### src/rtl/imem_boot_arbiter.sv
// Instruction-memory port owner: shares one port between loader writes and
// core fetch, sequences boot (LOAD->FLUSH->RUN->HALTED), parks core on HALT.
// Ports: clk/rst (async, active high); loader wr_valid/wr_addr/wr_data/start;
// core fetch_req/fetch_addr -> fetch_gnt/fetch_rvalid/fetch_rdata;
// memory mem_en/mem_we/mem_addr/mem_wdata <- mem_rdata; core_rst/core_halt;
// sticky wbuf_overflow/write_dropped.
// Option: define IMEM_RUN_WRITE_EN to accept loader writes while running.
module imem_boot_arbiter #(
  parameter int          ADDR_W       = 32,
  parameter int          WBUF_DEPTH   = 4,
  parameter int          FLUSH_CYCLES = 4,
  parameter logic [31:0] HALT_INSTR   = 32'hFFFF_FFFF
) (
  input  logic              clk,
  input  logic              rst,
  input  logic              wr_valid,
  input  logic [ADDR_W-1:0] wr_addr,
  input  logic [31:0]       wr_data,
  input  logic              start,
  input  logic              fetch_req,
  input  logic [ADDR_W-1:0] fetch_addr,
  output logic              fetch_gnt,
  output logic              fetch_rvalid,
  output logic [31:0]       fetch_rdata,
  output logic              mem_en,
  output logic              mem_we,
  output logic [ADDR_W-1:0] mem_addr,
  output logic [31:0]       mem_wdata,
  input  logic [31:0]       mem_rdata,
  output logic              core_rst,
  output logic              core_halt,
  output logic              wbuf_overflow,
  output logic              write_dropped
);

  localparam int PW = $clog2(WBUF_DEPTH);
  localparam int CW = $clog2(FLUSH_CYCLES + 1) + 1;

  typedef enum logic [1:0] {
    S_LOAD, S_FLUSH, S_RUN, S_HALTED
  } state_e;

  state_e state_q, state_d;

  logic [ADDR_W-1:0] fa_q [WBUF_DEPTH];
  logic [31:0]       fd_q [WBUF_DEPTH];
  logic [PW-1:0]     wp_q, rp_q;
  logic [PW:0]       cnt_q, cnt_d;
  logic [CW-1:0]     fc_q, fc_d;
  logic              start_q;
  logic              rvalid_q;
  logic              core_rst_q;
  logic              ovf_q, drop_q;

  logic run, policy_ok, fifo_empty, fifo_full;
  logic deq, enq_try, enq, start_rise, flush_done;

  assign run        = (state_q == S_RUN);
  assign fifo_empty = (cnt_q == '0);
  assign fifo_full  = (cnt_q == (PW+1)'(WBUF_DEPTH));
  assign start_rise = start & ~start_q;

`ifdef IMEM_RUN_WRITE_EN
  assign policy_ok = 1'b1;
`else
  assign policy_ok = ~run;
`endif

  // Fetch owns the port whenever granted; the FIFO takes every other cycle.
  assign deq     = ~fifo_empty & ~fetch_gnt;
  assign enq_try = wr_valid & policy_ok;
  assign enq     = enq_try & (~fifo_full | deq);

  always_comb begin
    cnt_d = cnt_q;
    unique case ({enq, deq})
      2'b10:   cnt_d = cnt_q + 1'b1;
      2'b01:   cnt_d = cnt_q - 1'b1;
      default: cnt_d = cnt_q;
    endcase
  end

  // Idle count restarts whenever anything is still queued.
  always_comb begin
    fc_d = '0;
    if (state_q == S_FLUSH && fifo_empty)
      fc_d = fc_q + 1'b1;
  end

  assign flush_done = fifo_empty & ~enq &
                      (fc_q == CW'(FLUSH_CYCLES - 1));

  always_ff @(posedge clk or posedge rst) begin
    if (rst) state_q <= S_LOAD;
    else     state_q <= state_d;
  end

  always_comb begin
    state_d = state_q;
    unique case (state_q)
      S_LOAD:   if (start_rise) state_d = S_FLUSH;
      S_FLUSH:  if (flush_done) state_d = S_RUN;
      S_RUN:
        if (rvalid_q && mem_rdata == HALT_INSTR)
          state_d = S_HALTED;
      S_HALTED:
        if (wr_valid)        state_d = S_LOAD;
        else if (start_rise) state_d = S_FLUSH;
      default: state_d = S_LOAD;
    endcase
  end

  always_comb begin
    fetch_gnt = fetch_req & run;
    core_halt = (state_q == S_HALTED);
    mem_en    = 1'b0;
    mem_we    = 1'b0;
    mem_addr  = '0;
    mem_wdata = '0;
    if (fetch_gnt) begin
      mem_en   = 1'b1;
      mem_addr = fetch_addr;
    end else if (deq) begin
      mem_en    = 1'b1;
      mem_we    = 1'b1;
      mem_addr  = fa_q[rp_q];
      mem_wdata = fd_q[rp_q];
    end
  end

  always_ff @(posedge clk or posedge rst) begin
    if (rst) begin
      wp_q       <= '0;
      rp_q       <= '0;
      cnt_q      <= '0;
      fc_q       <= '0;
      start_q    <= 1'b0;
      rvalid_q   <= 1'b0;
      core_rst_q <= 1'b1;
      ovf_q      <= 1'b0;
      drop_q     <= 1'b0;
    end else begin
      if (enq) wp_q <= wp_q + 1'b1;
      if (deq) rp_q <= rp_q + 1'b1;
      cnt_q      <= cnt_d;
      fc_q       <= fc_d;
      start_q    <= start;
      rvalid_q   <= fetch_gnt;
      core_rst_q <= (state_q == S_LOAD) | (state_q == S_FLUSH);
      if (enq_try & fifo_full & ~deq) ovf_q  <= 1'b1;
      if (wr_valid & ~policy_ok)      drop_q <= 1'b1;
    end
  end

  always_ff @(posedge clk) begin
    if (enq) begin
      fa_q[wp_q] <= wr_addr;
      fd_q[wp_q] <= wr_data;
    end
  end

  assign fetch_rvalid  = rvalid_q;
  assign fetch_rdata   = rvalid_q ? mem_rdata : '0;
  assign core_rst      = core_rst_q;
  assign wbuf_overflow = ovf_q;
  assign write_dropped = drop_q;

endmodule

### config.mk
export PLATFORM = sky130hd
export DESIGN_NAME = imem_boot_arbiter
export DESIGN_NICKNAME = d
export VERILOG_FILES = /design/src/rtl/imem_boot_arbiter.sv
export SDC_FILE = /design/constraint.sdc
export NUM_CORES = 1
export LEC_CHECK = 0
export CORE_ASPECT_RATIO = 0.8
export CORE_MARGIN = 2
export CORE_UTILIZATION = 55
export DETAILED_ROUTE_END_ITERATION = 10
export PLACE_DENSITY = 0.86
export SLEW_MARGIN = 10
export SYNTH_ARGS = -nofsm -noshare
export SYNTH_HDL_FRONTEND = slang
export SYNTH_SLANG_ARGS = --single-unit
### constraint.sdc
create_clock -name clk -period 6.3 [get_ports clk]
set_input_delay 1.89 -clock clk [delete_from_list [all_inputs] [get_ports clk]]
set_output_delay 1.89 -clock clk [all_outputs]
set_load 0.01 [all_outputs]
==> results.json <==
{
  "route.detailed.drc": 0,
  "cp_max_fo": 25,
  "drive_gt1_frac": 0.157,
  "ys_seq_elements": 274,
  "p_per_area_nw_per_um2": 348,
  "relSlewSlack": 0.303,
  "drt_iter0_drc": 430,
  "cp.arrival_ps": 3960,
  "synth.cell_area_um2": 10900,
  "grt_pass1_vias": 6401,
  "leakage_nw": 4.81,
  "ys.flop_type": "edfxtp_1",
  "syn_to_final_growth_pct": 32.5,
  "grt_usage": 0.227,
  "fillCellCount": 1157,
  "fin_crit_sh": 0.929,
  "max_clock_freq_mhz": 171,
  "setup_viol": 0,
  "wl_per_cell_um": 22.4,
  "initial_core_util": 0.556,
  "die-area_um2": 21000,
  "synth_cell_types": 36,
  "row_count": 46,
  "critPathKind": "input pin to primary output",
  "gp_routability_congestion": 0.831,
  "hpwlAfterDp_mm": 14.7,
  "tightest_slew_ps": 1050,
  "cp_slowest_cell": "clkdlybuf4s50_1",
  "stdcell_count": 1060,
  "worstReg2RegStart": "cnt_q[0]",
  "synth_top_cells_by_count": "256 x edfxtp_1, 64 x and2_1, 64 x mux4_2",
  "ys.warnings.count": 0,
  "async_reset_ff_frac": 0.0657,
  "outcome": "finished clean",
  "rsz0062_at_grt": "no",
  "drtAntennaViolNets": 0,
  "die_h_um": 130,
  "syn_nets": 675,
  "cts-htree-levels": 1,
  "setup_tns_ps": 0,
  "synth_top_cell_area_share": 0.705,
  "clk_latency_ps": 530,
  "cp-end-kind": "primary output",
  "crit_top_cell": "clkdlybuf4s50_1",
  "r2r_end": "cnt_q[2]",
  "maxCapViolations": 0,
  "cts_buffers": 27,
  "synth_most_common_cell": "edfxtp_1",
  "required_ps": 4410,
  "critical-path-max-stage-delay_ps": 550,
  "clockBufferDepth": 3,
  "design.core.area_um2": 19600,
  "cp-endpoint": "mem_addr[9]",
  "synth_seq_area_share": 0.746,
  "io_pins": 237,
  "critPathLaunch": "fetch_req",
  "worst_clock_skew_ps": 16.7,
  "fin_nets": 913,
  "placedCellCount": 1009,
  "synth_edf_count": 256,
  "cts_root_buf": "clkbuf_16",
  "vias": 5997,
  "hp-class": "register to register",
  "grt_max_degree": 66,
  "overflow": 0,
  "cts_resized": 0,
  "syn_inst": 536,
  "ir_drop_mv": 0.301,
  "slew_viol_final": 0,
  "synth_area_leader_cell": "edfxtp_1",
  "grt_pass1_wl_mm": 35.8,
  "fp.dieW_um": 161,
  "port_buffers": 236,
  "cts_tree": "yes",
  "viasPerCell": 5.66,
  "hold_buffers": 0,
  "period_minus_slack_ps": 5850,
  "start_kind": "input pin",
  "clk_pin_slew_worst_paths_ps": 60,
  "r2r_slack_ps": 3670,
  "totalWireLength_mm": 23.8,
  "path_cells": "clkdlybuf4s50_1 > and3b_2 > or2_4 > inv_4 > buf_12 > a22o_1 > clkdlybuf4s50_1",
  "antenna_found_initial": 2,
  "firstDrtPassIters": 5,
  "synth.area.top_cells": "edfxtp_1 70%, mux4_2 13%, dfrtp_1 3.9%",
  "rr_worst_depth": 7,
  "synth_area_per_cell_um2": 20.4,
  "hold_viol": 0,
  "cts_setup_buffers": 0,
  "clkSinkCount": 274
}
## per-layer routing
metal  GRT usage  part of all wire  wire, µm
met3      0.0537             0.087      2080
met2       0.399              0.51     12100
met1       0.289              0.38      9090
met4      0.0657             0.020       476
met5           0                 0         0
## critical path: cells and delay by family
family / cells / cell delay (ps)
simple gates: 2 / 490
buf+inv: 4 / 1420
compound gates: 1 / 150
## state kept, by name, summed over array words and instances, names as in the netlist
register and count:
rp_q 2, write_dropped 1, start_q 1, wp_q 2
fd_q 128, fc_q 4, cnt_q 3, wbuf_overflow 1
core_rst 1, fetch_rvalid 1, fa_q 128, state_q 2
## final cells by class
class,count,area (µm²),share of cell area
inverter,7,28.8,0.00199
clock inverter,15,161,0.0112
antenna,1,2.50,0.000173
sequential,274,8150,0.564
timing repair buffer,240,2430,0.168
clock buffer,35,756,0.0523
multi-input combinational,224,2590,0.180
tap,264,330,0.0229
## per-stage QoR
| stage | area [µm²] | setup slack, ps | total power [mW] | utilization | hold slack [ps] |
|---|---|---|---|---|---|
| 2_1_floorplan | 10900 | 1420 | 2.90 | - | 430 |
| 3_3_place_gp | 13500 | 475 | 3.44 | 0.689 | 366 |
| 3_5_place_dp | 13500 | 439 | 3.46 | 0.689 | 368 |
| 4_1_cts | 14400 | 429 | 5.08 | 0.736 | 381 |
| 5_1_grt | 14400 | 334 | 5.22 | 0.736 | 390 |
| 6_report | 14500 | 445 | 5.03 | 0.736 | 381 |
## worst min-delay path by stage
stage	start	endpoint	slack [ps]	cells after the start
detailed placement	wbuf_overflow	wbuf_overflow	370	0
finish	wbuf_overflow	wbuf_overflow	380	0
CTS	wbuf_overflow	wbuf_overflow	380	0
global placement	wbuf_overflow	wbuf_overflow	370	0
global route	wbuf_overflow	wbuf_overflow	390	0
floorplan	fc_q[0]	fc_q[0]	430	1
## cell usage in the layout (no fill, tap or decap), drive strengths merged, types with 2 or more instances in the layout
cell type,netlist,final
inv,7,9
ha,5,5
nand4,8,8
xnor2,7,7
buf,15,4
bufinv,0,3
nand2b,2,2
nand3,4,4
o21ai,3,3
edfxtp,256,256
nand2,6,6
nor2,8,8
dfrtp,17,17
clkdlybuf4s50,0,236
a22o,32,32
clkinvlp,0,2
clkinv,0,8
clkbuf,16,35
nor3,2,2
mux4,64,64
and2,65,65
and3,5,5
## report_power, final
part / switching, mW / internal [mW] / leakage, nW
logic: 0.443 / 0.799 / 1.85
clock network: 0.647 / 0.971 / 0.450
registers: 0.162 / 2.01 / 2.51
## cell families after synthesis
logic type,after synthesis,share of synthesized area
AO/OA/AOI/OAI,41,0.0315
AND/OR/NAND/NOR,104,0.0562
XOR/XNOR,8,0.00711
adder cells (fa/ha/maj),6,0.00757
multiplexers,65,0.134
flip-flops,274,0.746
buffers and inverters,38,0.0179
(Power assumes the default switching activity.)
